==> src/rtl/exe_div_sequencer.sv <==
// Multi-cycle integer divider for the EXE stage: restoring division, one quotient bit per cycle.
// Handles DIV/DIVU/REM/REMU with divide-by-zero and signed-overflow short cuts.
module exe_div_sequencer (
    input  logic        clk,
    input  logic        resetn,
    input  logic        start_i,
    input  logic [1:0]  op_i,
    input  logic [31:0] rs1_i,
    input  logic [31:0] rs2_i,
    input  logic [4:0]  rd_idx_i,
    input  logic        flush_i,
    output logic        stall_o,
    output logic        busy_o,
    output logic        done_o,
    output logic [31:0] result_o,
    output logic [4:0]  rd_idx_o
);

    typedef enum logic [2:0] {
        IDLE  = 3'd0,
        CHECK = 3'd1,
        CALC  = 3'd2,
        FIX   = 3'd3,
        DONE  = 3'd4
    } state_t;

    state_t      state_reg, state_next;
    logic [1:0]  op_reg, op_next;
    logic [31:0] a_reg, a_next;
    logic [31:0] b_reg, b_next;
    logic [4:0]  rd_reg, rd_next;
    logic [31:0] quo_reg, quo_next;
    logic [31:0] rem_reg, rem_next;
    logic [31:0] div_reg, div_next;
    logic        q_neg_reg, q_neg_next;
    logic        r_neg_reg, r_neg_next;
    logic [4:0]  count_reg, count_next;
    logic [31:0] result_reg, result_next;
    logic [4:0]  rd_out_reg, rd_out_next;

    // op_i[0] selects unsigned, op_i[1] selects remainder
    logic        is_signed;
    logic        is_rem;
    logic [31:0] abs_a;
    logic [31:0] abs_b;
    logic        div_zero;
    logic        overflow;
    logic [32:0] shifted;
    logic [32:0] trial;
    logic [31:0] quo_fix;
    logic [31:0] rem_fix;

    assign is_signed = ~op_reg[0];
    assign is_rem    = op_reg[1];
    assign abs_a     = (is_signed && a_reg[31]) ? (~a_reg + 32'd1) : a_reg;
    assign abs_b     = (is_signed && b_reg[31]) ? (~b_reg + 32'd1) : b_reg;
    assign div_zero  = (b_reg == 32'd0);
    assign overflow  = is_signed && (a_reg == 32'h8000_0000) && (b_reg == 32'hFFFF_FFFF);

    // Partial remainder picks up the next dividend bit; a borrow means restore
    assign shifted = {rem_reg, quo_reg[31]};
    assign trial   = shifted - {1'b0, div_reg};

    assign quo_fix = (is_signed && q_neg_reg) ? (~quo_reg + 32'd1) : quo_reg;
    assign rem_fix = (is_signed && r_neg_reg) ? (~rem_reg + 32'd1) : rem_reg;

    always_comb begin
        state_next  = state_reg;
        op_next     = op_reg;
        a_next      = a_reg;
        b_next      = b_reg;
        rd_next     = rd_reg;
        quo_next    = quo_reg;
        rem_next    = rem_reg;
        div_next    = div_reg;
        q_neg_next  = q_neg_reg;
        r_neg_next  = r_neg_reg;
        count_next  = count_reg;
        result_next = result_reg;
        rd_out_next = rd_out_reg;

        case (state_reg)
            IDLE: begin
                if (start_i && !flush_i) begin
                    op_next    = op_i;
                    a_next     = rs1_i;
                    b_next     = rs2_i;
                    rd_next    = rd_idx_i;
                    state_next = CHECK;
                end
            end
            CHECK: begin
                q_neg_next = is_signed && (a_reg[31] ^ b_reg[31]);
                r_neg_next = is_signed && a_reg[31];
                if (div_zero) begin
                    result_next = is_rem ? a_reg : 32'hFFFF_FFFF;
                    rd_out_next = rd_reg;
                    state_next  = DONE;
                end else if (overflow) begin
                    result_next = is_rem ? 32'd0 : 32'h8000_0000;
                    rd_out_next = rd_reg;
                    state_next  = DONE;
                end else begin
                    quo_next   = abs_a;
                    div_next   = abs_b;
                    rem_next   = 32'd0;
                    count_next = 5'd0;
                    state_next = CALC;
                end
            end
            CALC: begin
                rem_next   = trial[32] ? shifted[31:0] : trial[31:0];
                quo_next   = {quo_reg[30:0], ~trial[32]};
                count_next = count_reg + 5'd1;
                if (count_reg == 5'd31) begin
                    state_next = FIX;
                end
            end
            FIX: begin
                result_next = is_rem ? rem_fix : quo_fix;
                rd_out_next = rd_reg;
                state_next  = DONE;
            end
            DONE: begin
                state_next = IDLE;
            end
            default: begin
                state_next = IDLE;
            end
        endcase

        // A flush abandons the operation without touching the presented result
        if (flush_i) begin
            state_next  = IDLE;
            result_next = result_reg;
            rd_out_next = rd_out_reg;
        end
    end

    always_ff @(posedge clk) begin
        if (!resetn) begin
            state_reg  <= IDLE;
            op_reg     <= 2'd0;
            a_reg      <= 32'd0;
            b_reg      <= 32'd0;
            rd_reg     <= 5'd0;
            quo_reg    <= 32'd0;
            rem_reg    <= 32'd0;
            div_reg    <= 32'd0;
            q_neg_reg  <= 1'b0;
            r_neg_reg  <= 1'b0;
            count_reg  <= 5'd0;
            result_reg <= 32'd0;
            rd_out_reg <= 5'd0;
        end else begin
            state_reg  <= state_next;
            op_reg     <= op_next;
            a_reg      <= a_next;
            b_reg      <= b_next;
            rd_reg     <= rd_next;
            quo_reg    <= quo_next;
            rem_reg    <= rem_next;
            div_reg    <= div_next;
            q_neg_reg  <= q_neg_next;
            r_neg_reg  <= r_neg_next;
            count_reg  <= count_next;
            result_reg <= result_next;
            rd_out_reg <= rd_out_next;
        end
    end

    // Stall starts in the request cycle itself so ID holds the operands; it drops in DONE
    assign stall_o  = (resetn && (state_reg == IDLE) && start_i && !flush_i)
                    || (state_reg == CHECK) || (state_reg == CALC) || (state_reg == FIX);
    assign busy_o   = (state_reg != IDLE);
    assign done_o   = (state_reg == DONE) && !flush_i;
    assign result_o = result_reg;
    assign rd_idx_o = rd_out_reg;

endmodule

==> config.mk <==
export PLATFORM = sky130hd
export DESIGN_NAME = exe_div_sequencer
export DESIGN_NICKNAME = d
export VERILOG_FILES = /design/src/rtl/exe_div_sequencer.sv
export SDC_FILE = /design/constraint.sdc
export NUM_CORES = 1
export LEC_CHECK = 0
export BUFFER_PORTS_ARGS = -buffer_cell sky130_fd_sc_hd__buf_2
export CAP_MARGIN = 20
export CORE_MARGIN = 5
export CORE_UTILIZATION = 65
export CTS_CLUSTER_SIZE = 20
export DETAILED_ROUTE_END_ITERATION = 8
export PLACE_DENSITY = 0.88
export SETUP_SLACK_MARGIN = 0.5
export SYNTH_ARGS = -nofsm -noshare
export SYNTH_HDL_FRONTEND = slang
export SYNTH_SLANG_ARGS = --single-unit
export TNS_END_PERCENT = 10
==> constraint.sdc <==
create_clock -name clk -period 5.4 [get_ports clk]
set_clock_uncertainty 0.15 [all_clocks]
set_input_delay 0.81 -clock clk [delete_from_list [all_inputs] [get_ports clk]]
set_output_delay 0.81 -clock clk [all_outputs]
set_load 0.01 [all_outputs]
==> results.json <==
{
  "antenna_left": 0,
  "place_ws_ps": 1400,
  "vias": 13512,
  "period_minus_slack_ps": 4140,
  "grt_use_total": 0.317,
  "yosysSeqAreaShare": 0.317,
  "wl_per_cell_um": 18.9,
  "fillCellCount": 1517,
  "grt_pass1_vias": 12631,
  "synth_cell_types": 71,
  "crit_path_cell_trace": "or4_1, or3_1, nor2_1, nand4_1, nor2_1, nor3_1, nor3b_4, o2111ai_1, a21boi_0",
  "port_buffers": 114,
  "drc": 0,
  "diodes": 0,
  "h-tree-depth": 1,
  "yosysWarnings": 0,
  "fin_crit_sh": 0.766,
  "synth-main-ff-cell": "dfxtp_1",
  "die_height_um": 154,
  "placement_rows": 52,
  "final_common_cell": "nand2_1",
  "gp_congestion": 0.974,
  "path_max_fanout": 23,
  "worst-setup-path-type": "reg -> reg",
  "grt_first_pass_wirelength_um": 63900,
  "cts_tree": "yes",
  "worst_pin_slew_ps": 1130,
  "worstSetupEndpointType": "register",
  "cts_inserted_buffers": 24,
  "worst-path-buf-inv": 0,
  "drive_gt1_frac": 0.103,
  "instances_no_fill": 2090,
  "peakVddDrop_mv": 0.250,
  "layout_common_cells": "nand2_1 (359), dfxtp_1 (214), buf_2 (113), nor2_1 (111), a21oi_1 (97)",
  "tns_ps": 0,
  "final_net_count": 1919,
  "dieArea_sq_um": 23800,
  "slowest_delay_ps": 880,
  "maxSlewViolCount": 0,
  "rsz0062_at_grt": "false",
  "hold_slack_ps": 298,
  "cp.required_ps": 5710,
  "pin_count": 115,
  "crit_path_start_kind": "register",
  "root_buffer": "clkbuf_16",
  "power.total_mw": 4.22,
  "cts_hold_buf": 0,
  "placed_area_sq_um": 14100,
  "cts_num_sinks": 214,
  "powerDensity_nw_per_um2": 282,
  "cts_setup_buffers": 0,
  "core_sq_um": 20400,
  "setup_ws_ps": 1260,
  "drtIter0Drc": 1575,
  "die_x_um": 154,
  "path_delay_family": "simple AND/OR/NAND/NOR gates",
  "status": "finished clean",
  "syn_inst": 1768,
  "power.leakage_nw": 5.99,
  "finalHoldViolations": 0,
  "synth_nets": 1883,
  "dp_cells": 2047,
  "synth_edf_count": 0,
  "design_area_sq_um": 14900,
  "max_freq_mhz": 242,
  "antenna_found_initial": 0,
  "setup_viol": 0,
  "drv_cap": 0,
  "clockBufferDepth": 3,
  "ys_ff_latch": 214,
  "crit_arrival_ps": 4450,
  "utilization": 0.733,
  "grt_max_degree": 88,
  "area_growth_pct": 10.4,
  "relSlewSlack": 0.249,
  "syn_area_per_cell_sq_um": 7.65,
  "clkLatencyLatePin_ps": 550,
  "drt-pass1-iter-count": 6,
  "slowest_stage": "nor3b_4",
  "async_flop_share": 0,
  "dp_hpwl_um": 27100,
  "cts_resized": 0,
  "totalWireLength_um": 39500,
  "syn_area_sq_um": 13500,
  "grt_overflow_total": 0,
  "path_common_cell": "nor2_1",
  "clk_pin_slew_ps": 60,
  "hp-class": "reg -> reg",
  "vias_per_cell": 6.47,
  "start_util": 0.664
}
## metal layers
metal / GRT usage / part of all wire / routed length [um] / vias up
met2: 0.516 / 0.46 / 18000 / 740
met1: 0.423 / 0.41 / 16200 / 6314
met4: 0.110 / 0.038 / 1510 / 0
li1: - / - / - / 6317
met5: 0 / 0 / 0 / -
met3: 0.0606 / 0.095 / 3770 / 141
## final cells by class
class	count	area [sq um]	area share
Tap cell	270	338	0.0226
Sequential cell	214	4280	0.287
Clock inverter	7	140	0.00938
Timing Repair Buffer	131	721	0.0483
Clock buffer	35	712	0.0477
Inverter	58	218	0.0146
Multi-Input combinational cell	1375	8520	0.571
## worst register-to-register path, stage by stage, from the launching register on
cell	delay, ps
dfxtp_1	370
or4_1	580
or3_1	340
nor2_1	210
nand4_1	380
nor2_1	430
nor3_1	160
nor3b_4	890
o2111ai_1	270
a21boi_0	280
## where the power goes
part           switching (mW)  internal (mW)
Clock                   0.689           1.06
Sequential             0.0666           1.63
Combinational           0.482          0.293
Total                    1.24           2.98
## cells in the mapped netlist, drive strengths merged (8+ instances only)
master	number	area, sq um
nand4	45	282
or4	8	63.8
a21oi	97	485
and3	9	56.3
o2111ai	14	123
nor2b	43	269
nor4	24	156
or3	10	62.6
nand2	359	1350
buf	21	145
o211ai	52	405
nand3	19	95.1
o31ai	18	135
ha	39	488
nand2b	22	138
dfxtp	214	4280
o41ai	8	70.1
and2	15	93.8
a21o	14	105
xnor2	84	736
a31oi	9	56.3
nor2	112	423
a221oi	28	245
nor3	29	156
a32o	12	120
clkbuf	100	377
inv	58	218
xor2	62	543
o21ai	49	245
o211a	30	300
a21boi	101	758
## final timing paths
kind	cells after the start	slack (ps)	from	to
setup / recovery	9	1260	a_reg[6]	result_o[17]
hold / removal	2	300	result_o[1]	result_o[1]
setup reg to reg	9	1260	a_reg[6]	result_o[17]
hold reg to reg	2	300	result_o[1]	result_o[1]
## cells by family (layout without fill, tap and decap cells)
group                      Yosys count  count (layout)  synth area share
DFF                                214             214             0.317
buffers and inverters              179             231            0.0547
and+or+nand+nor                    712             712             0.244
xor gates and xnor gates           146             146            0.0945
adders and majority gates           40              40            0.0375
AOI/OAI and AO/OA                  474             474             0.251
muxes                                3               3           0.00222
Power figures use the tool's default switching activity.
